<file path="config.mk">
export PLATFORM = sky130hd
export DESIGN_NAME = scalar_fust_scheduler
export DESIGN_NICKNAME = d
export VERILOG_FILES = /design/src/rtl/scalar_fust_scheduler_pkg.sv /design/src/rtl/scalar_fust_scheduler_row.sv /design/src/rtl/scalar_fust_scheduler.sv
export SDC_FILE = /design/constraint.sdc
export NUM_CORES = 1
export LEC_CHECK = 0
export BUFFER_PORTS_ARGS = -buffer_cell sky130_fd_sc_hd__buf_2
export CORE_UTILIZATION = 25
export CTS_BUF_LIST = sky130_fd_sc_hd__clkbuf_8 sky130_fd_sc_hd__clkbuf_16
export DETAILED_ROUTE_END_ITERATION = 8
export GPL_ROUTABILITY_DRIVEN = 0
export SLEW_MARGIN = 20
export SYNTH_ARGS = -nofsm -noshare
export SYNTH_HDL_FRONTEND = slang
export SYNTH_SLANG_ARGS = --single-unit
</file>
<file path="constraint.sdc">
create_clock -name clk -period 6 [get_ports clk]
set_clock_uncertainty 0.2 [all_clocks]
set_input_delay 0.3 -clock clk [delete_from_list [all_inputs] [get_ports clk]]
set_output_delay 0.3 -clock clk [all_outputs]
set_load 0.03 [all_outputs]
</file>
<file path="src/rtl/scalar_fust_scheduler_pkg.sv">
// Shared types for the scalar FU status table (scoreboard) scheduler.
// Row layout, register result status and FU codes.
package scalar_fust_scheduler_pkg;

  localparam int NUM_SFU = 3;
  localparam int NREGS   = 32;
  localparam int REG_W   = 5;
  localparam int FU_S_W  = 2;

  typedef logic [FU_S_W-1:0] fu_sbits_t;

  typedef enum logic [FU_S_W-1:0] {
    ALU    = 2'd0,
    LD_ST  = 2'd1,
    BRANCH = 2'd2
  } fu_scalar_t;

  typedef enum logic [1:0] {
    IDLE = 2'd0,
    WAIT = 2'd1,
    EXEC = 2'd2
  } row_state_t;

  typedef struct packed {
    row_state_t       state;
    logic             wen;
    logic [REG_W-1:0] rd;
    logic [REG_W-1:0] rs1;
    logic [REG_W-1:0] rs2;
    fu_sbits_t        t1;
    fu_sbits_t        t2;
    logic             rdy1;
    logic             rdy2;
  } fust_s_row_t;

  typedef struct packed {
    logic      valid;
    fu_sbits_t tag;
  } rstat_entry_t;

  typedef fust_s_row_t fust_s_t [NUM_SFU];

  function automatic logic fu_legal(fu_sbits_t f);
    return int'(f) < NUM_SFU;
  endfunction

endpackage

</file>
<file path="src/rtl/scalar_fust_scheduler_row.sv">
// One FU status row: IDLE -> WAIT -> EXEC -> IDLE,
// plus the operand wakeup compare against the writeback tag.
module scalar_fust_scheduler_row
  import scalar_fust_scheduler_pkg::*;
(
  input  logic        clk,
  input  logic        rst,
  input  logic        flush,
  input  logic        load,
  input  fust_s_row_t load_row,
  input  logic        issue_ready,
  input  logic        grant,
  input  logic        wake,
  input  fu_sbits_t   wake_tag,
  output fust_s_row_t row,
  output logic        issue_valid
);

  always_comb begin
    issue_valid = (row.state == WAIT) && row.rdy1 && row.rdy2;
  end

  always_ff @(posedge clk or posedge rst) begin
    if (rst) begin
      row <= '0;
    end else if (flush) begin
      row <= '0;
    end else if (load) begin
      row <= load_row;
    end else begin
      if (wake && !row.rdy1 && row.t1 == wake_tag)
        row.rdy1 <= 1'b1;
      if (wake && !row.rdy2 && row.t2 == wake_tag)
        row.rdy2 <= 1'b1;
      unique case (row.state)
        WAIT: if (issue_ready && issue_valid) row.state <= EXEC;
        EXEC: if (grant) row.state <= IDLE;
        default: ;
      endcase
    end
  end

endmodule

</file>
<file path="src/rtl/scalar_fust_scheduler.sv">
// Scalar FU scoreboard: register result status, WAR-guarded writeback grant.
// FUST_BYPASS_EN: forward the writeback grant into same-cycle dispatch.
module scalar_fust_scheduler
  import scalar_fust_scheduler_pkg::*;
(
  input  logic                         clk,
  input  logic                         rst,
  input  logic                         disp_valid,
  output logic                         disp_ready,
  input  logic [FU_S_W-1:0]            disp_fu,
  input  logic                         disp_wen,
  input  logic [REG_W-1:0]             disp_rd,
  input  logic [REG_W-1:0]             disp_rs1,
  input  logic [REG_W-1:0]             disp_rs2,
  output logic [NUM_SFU-1:0]           issue_valid,
  input  logic [NUM_SFU-1:0]           issue_ready,
  output logic [NUM_SFU*3*REG_W-1:0]   issue_regs,
  input  logic [NUM_SFU-1:0]           wb_valid,
  output logic [NUM_SFU-1:0]           wb_ready,
  input  logic                         flush
);

  fust_s_t      rows;
  rstat_entry_t rstat [NREGS];

  logic [NUM_SFU-1:0]     blocked;
  logic [NUM_SFU-1:0]     cand;
  logic [NUM_SFU-1:0]     load;
  logic [2**FU_S_W-1:0]   free;
  fu_sbits_t              g;
  logic                   g_any;
  logic                   clr;
  logic                   hit1, hit2, waw, fire;
  rstat_entry_t           s1, s2, sd;
  fust_s_row_t            load_row;

  always_comb begin
    blocked = '0;
    cand    = '0;
    for (int f = 0; f < NUM_SFU; f++) begin
      for (int j = 0; j < NUM_SFU; j++) begin
        if (j != f && rows[j].state == WAIT &&
            rows[f].wen && rows[f].rd != '0 &&
            ((rows[j].rs1 == rows[f].rd && rows[j].rdy1) ||
             (rows[j].rs2 == rows[f].rd && rows[j].rdy2)))
          blocked[f] = 1'b1;
      end
      cand[f] = wb_valid[f] && rows[f].state == EXEC && !blocked[f];
    end
    g = '0;
    for (int f = NUM_SFU - 1; f >= 0; f--)
      if (cand[f]) g = fu_sbits_t'(f);
    g_any    = (|cand) && !flush;
    wb_ready = '0;
    if (g_any) wb_ready[g] = 1'b1;
    clr = g_any && rows[g].wen && rows[g].rd != '0 &&
          rstat[rows[g].rd].valid && rstat[rows[g].rd].tag == g;
  end

  always_comb begin
    s1   = rstat[disp_rs1];
    s2   = rstat[disp_rs2];
    sd   = rstat[disp_rd];
    // a valid entry tagged g can only name rd of row g
    hit1 = g_any && s1.valid && s1.tag == g && disp_rs1 != '0;
    hit2 = g_any && s2.valid && s2.tag == g && disp_rs2 != '0;
    free = '0;
    for (int f = 0; f < NUM_SFU; f++) begin
`ifdef FUST_BYPASS_EN
      free[f] = rows[f].state == IDLE || wb_ready[f];
`else
      free[f] = rows[f].state == IDLE;
`endif
    end
    waw = disp_wen && disp_rd != '0 && sd.valid;
`ifdef FUST_BYPASS_EN
    if (clr && rows[g].rd == disp_rd) waw = 1'b0;
    disp_ready = fu_legal(disp_fu) && free[disp_fu] && !waw;
`else
    disp_ready = fu_legal(disp_fu) && free[disp_fu] && !waw &&
                 !hit1 && !hit2;
`endif
    fire = disp_valid && disp_ready && !flush;
    load_row       = '0;
    load_row.state = WAIT;
    load_row.wen   = disp_wen;
    load_row.rd    = disp_rd;
    load_row.rs1   = disp_rs1;
    load_row.rs2   = disp_rs2;
    load_row.t1    = s1.tag;
    load_row.t2    = s2.tag;
    load_row.rdy1  = !s1.valid || disp_rs1 == '0 || hit1;
    load_row.rdy2  = !s2.valid || disp_rs2 == '0 || hit2;
    for (int f = 0; f < NUM_SFU; f++)
      load[f] = fire && disp_fu == fu_sbits_t'(f);
  end

  always_ff @(posedge clk or posedge rst) begin
    if (rst) begin
      for (int i = 0; i < NREGS; i++) rstat[i] <= '0;
    end else if (flush) begin
      for (int i = 0; i < NREGS; i++) rstat[i] <= '0;
    end else begin
      if (clr) rstat[rows[g].rd].valid <= 1'b0;
      if (fire && disp_wen && disp_rd != '0)
        rstat[disp_rd] <= '{valid: 1'b1, tag: disp_fu};
    end
  end

  for (genvar f = 0; f < NUM_SFU; f++) begin : g_row
    scalar_fust_scheduler_row u_row (
      .clk         (clk),
      .rst         (rst),
      .flush       (flush),
      .load        (load[f]),
      .load_row    (load_row),
      .issue_ready (issue_ready[f]),
      .grant       (wb_ready[f]),
      .wake        (g_any),
      .wake_tag    (g),
      .row         (rows[f]),
      .issue_valid (issue_valid[f])
    );
    assign issue_regs[f*3*REG_W +: 3*REG_W] =
      {rows[f].rd, rows[f].rs1, rows[f].rs2};
  end

endmodule

</file>
==> results.json <==
{
  "synthCells": 1333,
  "synth_area_um2": 12300,
  "clock_sinks": 168,
  "async_flop_share": 1.00,
  "grt_max_degree": 105,
  "htreeDepth": 4,
  "min_from": "disp_rs2[4]",
  "portBuffers": 79,
  "antenna_cells": 0,
  "ys_ff_latch": 168,
  "syn_avg_cell_area_um2": 9.26,
  "arrival_ns": 5.44,
  "start_kind": "register",
  "synth_edf_count": 0,
  "setup_viol": 0,
  "via_per_inst": 5.48,
  "cp-end-kind": "register",
  "fmax_ghz": 0.187,
  "tns_ns": 0,
  "dr.pass1.iters": 6,
  "synth_cell_type_count": 79,
  "wl_mm": 45.1,
  "area_growth_pct": 9.34,
  "p_leak_uw": 0.00523,
  "hold_ws_ns": 0.0508,
  "synth_largest_area_cell": "dfrtp_1",
  "p_sw_uw": 790,
  "cts_buffers": 17,
  "synth_commonest_cells": "nand2_1, dfrtp_1, o21ai_0",
  "grt_pass1_vias": 10300,
  "die_height_um": 224,
  "clk_pin_slew_worst_paths_ns": 0.08,
  "hold_violations": 0,
  "p_sw_frac": 0.297,
  "power_frac_seq": 0.444,
  "hold_depth": 3,
  "worst-r2r-cell-count": 14,
  "rsz0062_at_grt": "no",
  "die-area_um2": 50300,
  "start_util": 0.253,
  "wl_per_cell_um": 22.7,
  "ir_worst_vdd_v": 0.000143,
  "finalCritPeriodShare": 0.893,
  "total_power_uw": 2660,
  "fin_crit_ns": 5.36,
  "ys.flop_type": "dfrtp_1",
  "drt_iter0_markers": 1409,
  "cts_tree": "yes",
  "antenna_found_initial": 0,
  "cts_setup_buffers": 0,
  "track_usage": 0.180,
  "layout-drive-gt1-share": 0.217,
  "num_rows": 81,
  "share_comb_of_total_power": 0.120,
  "tightest_slew_ns": 1.05,
  "cp_max_fo": 18,
  "core_area_um2": 48800,
  "dpl.hpwl_mm": 31.2,
  "clk_path_buf_depth": 2,
  "top_level_ports": 80,
  "synth_most_common_cell": "nand2_1",
  "outcome": "complete, no violations",
  "drc": 0,
  "timing_worst_setup_path_type": "register to register",
  "worstReg2RegStart": "g_row[1].u_row.row[16]",
  "final_max_slew_viol_count": 0,
  "clkPwrFrac": 0.436,
  "clk_latency_ns": 0.44,
  "final_antenna_net_count": 0,
  "drv_cap": 0,
  "ff2ff_setup_slack_ns": 0.64,
  "grt_pass1_wl_mm": 67.6,
  "die_x_um": 224,
  "powerDensity_nw_per_um2": 197,
  "hp-class": "input pin to register",
  "fin_nets": 1336,
  "clock-root-buffer": "clkbuf_16",
  "hold_end": "g_row[2].u_row.row[10]",
  "ys_warn_count": 0,
  "cp.required_ns": 6.08,
  "synth_fp_nets": 1361,
  "synth_area_leaders": "dfrtp_1, mux4_2, nand2_1",
  "relSlewSlack": 0.300,
  "power.internal_uw": 1870,
  "vias": 10900,
  "r2r_end": "rstat[47]",
  "yosysSeqAreaShare": 0.341,
  "grt_overflow": 0,
  "synth_top_area_frac": 0.341
}
per-stage QoR:
step           std cells  cell area [µm²]  worst slack (ns)  utilization
2_1_floorplan       1333            12300             0.953            -
4_1_cts             1984            13500             0.794        0.276
3_3_place_gp        1948            12900             0.771        0.263
6_report            1984            13500             0.640        0.276
5_1_grt             1984            13500             0.404        0.276
3_5_place_dp        1948            12900             0.653        0.263
kinds of logic (layout without fill, tap and decap cells):
family,count (synthesis),after routing,synth area share
AO/OA/AOI/OAI,278,278,0.168
XOR/XNOR,61,61,0.0448
buffers and inverters,178,165,0.0818
flip-flops,168,168,0.341
multiplexers,119,119,0.168
AND/OR/NAND/NOR,529,529,0.197
layer usage:
layer	share of wire	vias up	track usage
met3	0.099	141	0.0451
met1	0.39	5296	0.232
met2	0.46	722	0.280
met4	0.049	0	0.0865
li1	-	4710	-
met5	0	-	0
sequential cells by signal (all words and copies together), names as in the netlist:
name             flops
g_row.u_row.row     72
rstat               96
final cells by class:
class	count	area, µm²
Fill cell	5205	35400
Tap cell	664	831
Timing Repair Buffer	111	648
Inverter	23	92.6
Sequential cell	168	4200
Clock inverter	14	160
Clock buffer	17	425
Multi-Input combinational cell	987	7130
cells in the final DEF, fill, tap and decap left out, types with 4 or more instances in the layout:
master and n:
nor3_1 27, nand3_1 68, nor2_4 10, a21o_1 6, mux2i_4 4, nor2_1 85
a31o_2 5, o21ai_0 98, clkbuf_16 17, a221oi_1 6, a22o_1 6, mux2i_1 46
mux4_2 66, buf_4 27, nand4_1 23, a221o_1 7, a211oi_1 8, nor3b_1 4
inv_6 6, a21oi_1 32, a211oi_2 21, dfrtp_1 168, nor2b_1 7, a211o_1 5
buf_2 79, a311oi_1 5, inv_1 19, dlygate4sd3_1 5, o31ai_1 11, and3_1 6
nor2_2 9, xnor2_1 60, or4_1 5, or3_1 10, o22ai_1 10, o211ai_1 7
nand2_1 259, a31oi_1 7, o21ai_4 4
power groups by stage:
| stage | clock (µW) | combinational [µW] | sequential [µW] |
|---|---|---|---|
| after floorplan | 0 | 244 | 1180 |
| after global placement | 0 | 313 | 1200 |
| after detailed placement | 0 | 315 | 1200 |
| after CTS | 1170 | 318 | 1180 |
| after global routing | 1210 | 342 | 1180 |
| final | 1160 | 320 | 1180 |
worst max-delay path, stage by stage, from the launching register on:
cell	delay [ns]
dfrtp_1	0.50
nor4_1	0.37
a21boi_1	0.13
nand3_1	0.23
and3_1	0.61
nor2_1	0.14
a21oi_1	0.72
o21ai_0	0.22
a21oi_1	0.32
o211ai_1	0.24
nor3_1	0.30
mux2i_4	0.18
nor2_4	0.63
buf_4	0.29
a211oi_2	0.08
worst max-delay path by stage:
stage                                       from                     to  slack [ns]  cells after the start
final                     g_row[1].u_row.row[16]              rstat[47]        0.64                     14
after global routing      g_row[1].u_row.row[17]              rstat[47]        0.40                     14
after CTS                 g_row[1].u_row.row[17]              rstat[47]        0.79                     16
after detailed placement             disp_rs1[0]              rstat[68]        0.65                     13
after global placement               disp_rs1[0]              rstat[86]        0.77                     13
after floorplan                              rst  g_row[0].u_row.row[0]        0.95                      1
what timing repair did:
action / 4_1_cts / 5_1_grt
hold endpoints to repair: 109 / 0
hold buffers: 5 / 0
resized for setup: 0 / 0
Power figures use the tool's default switching activity.
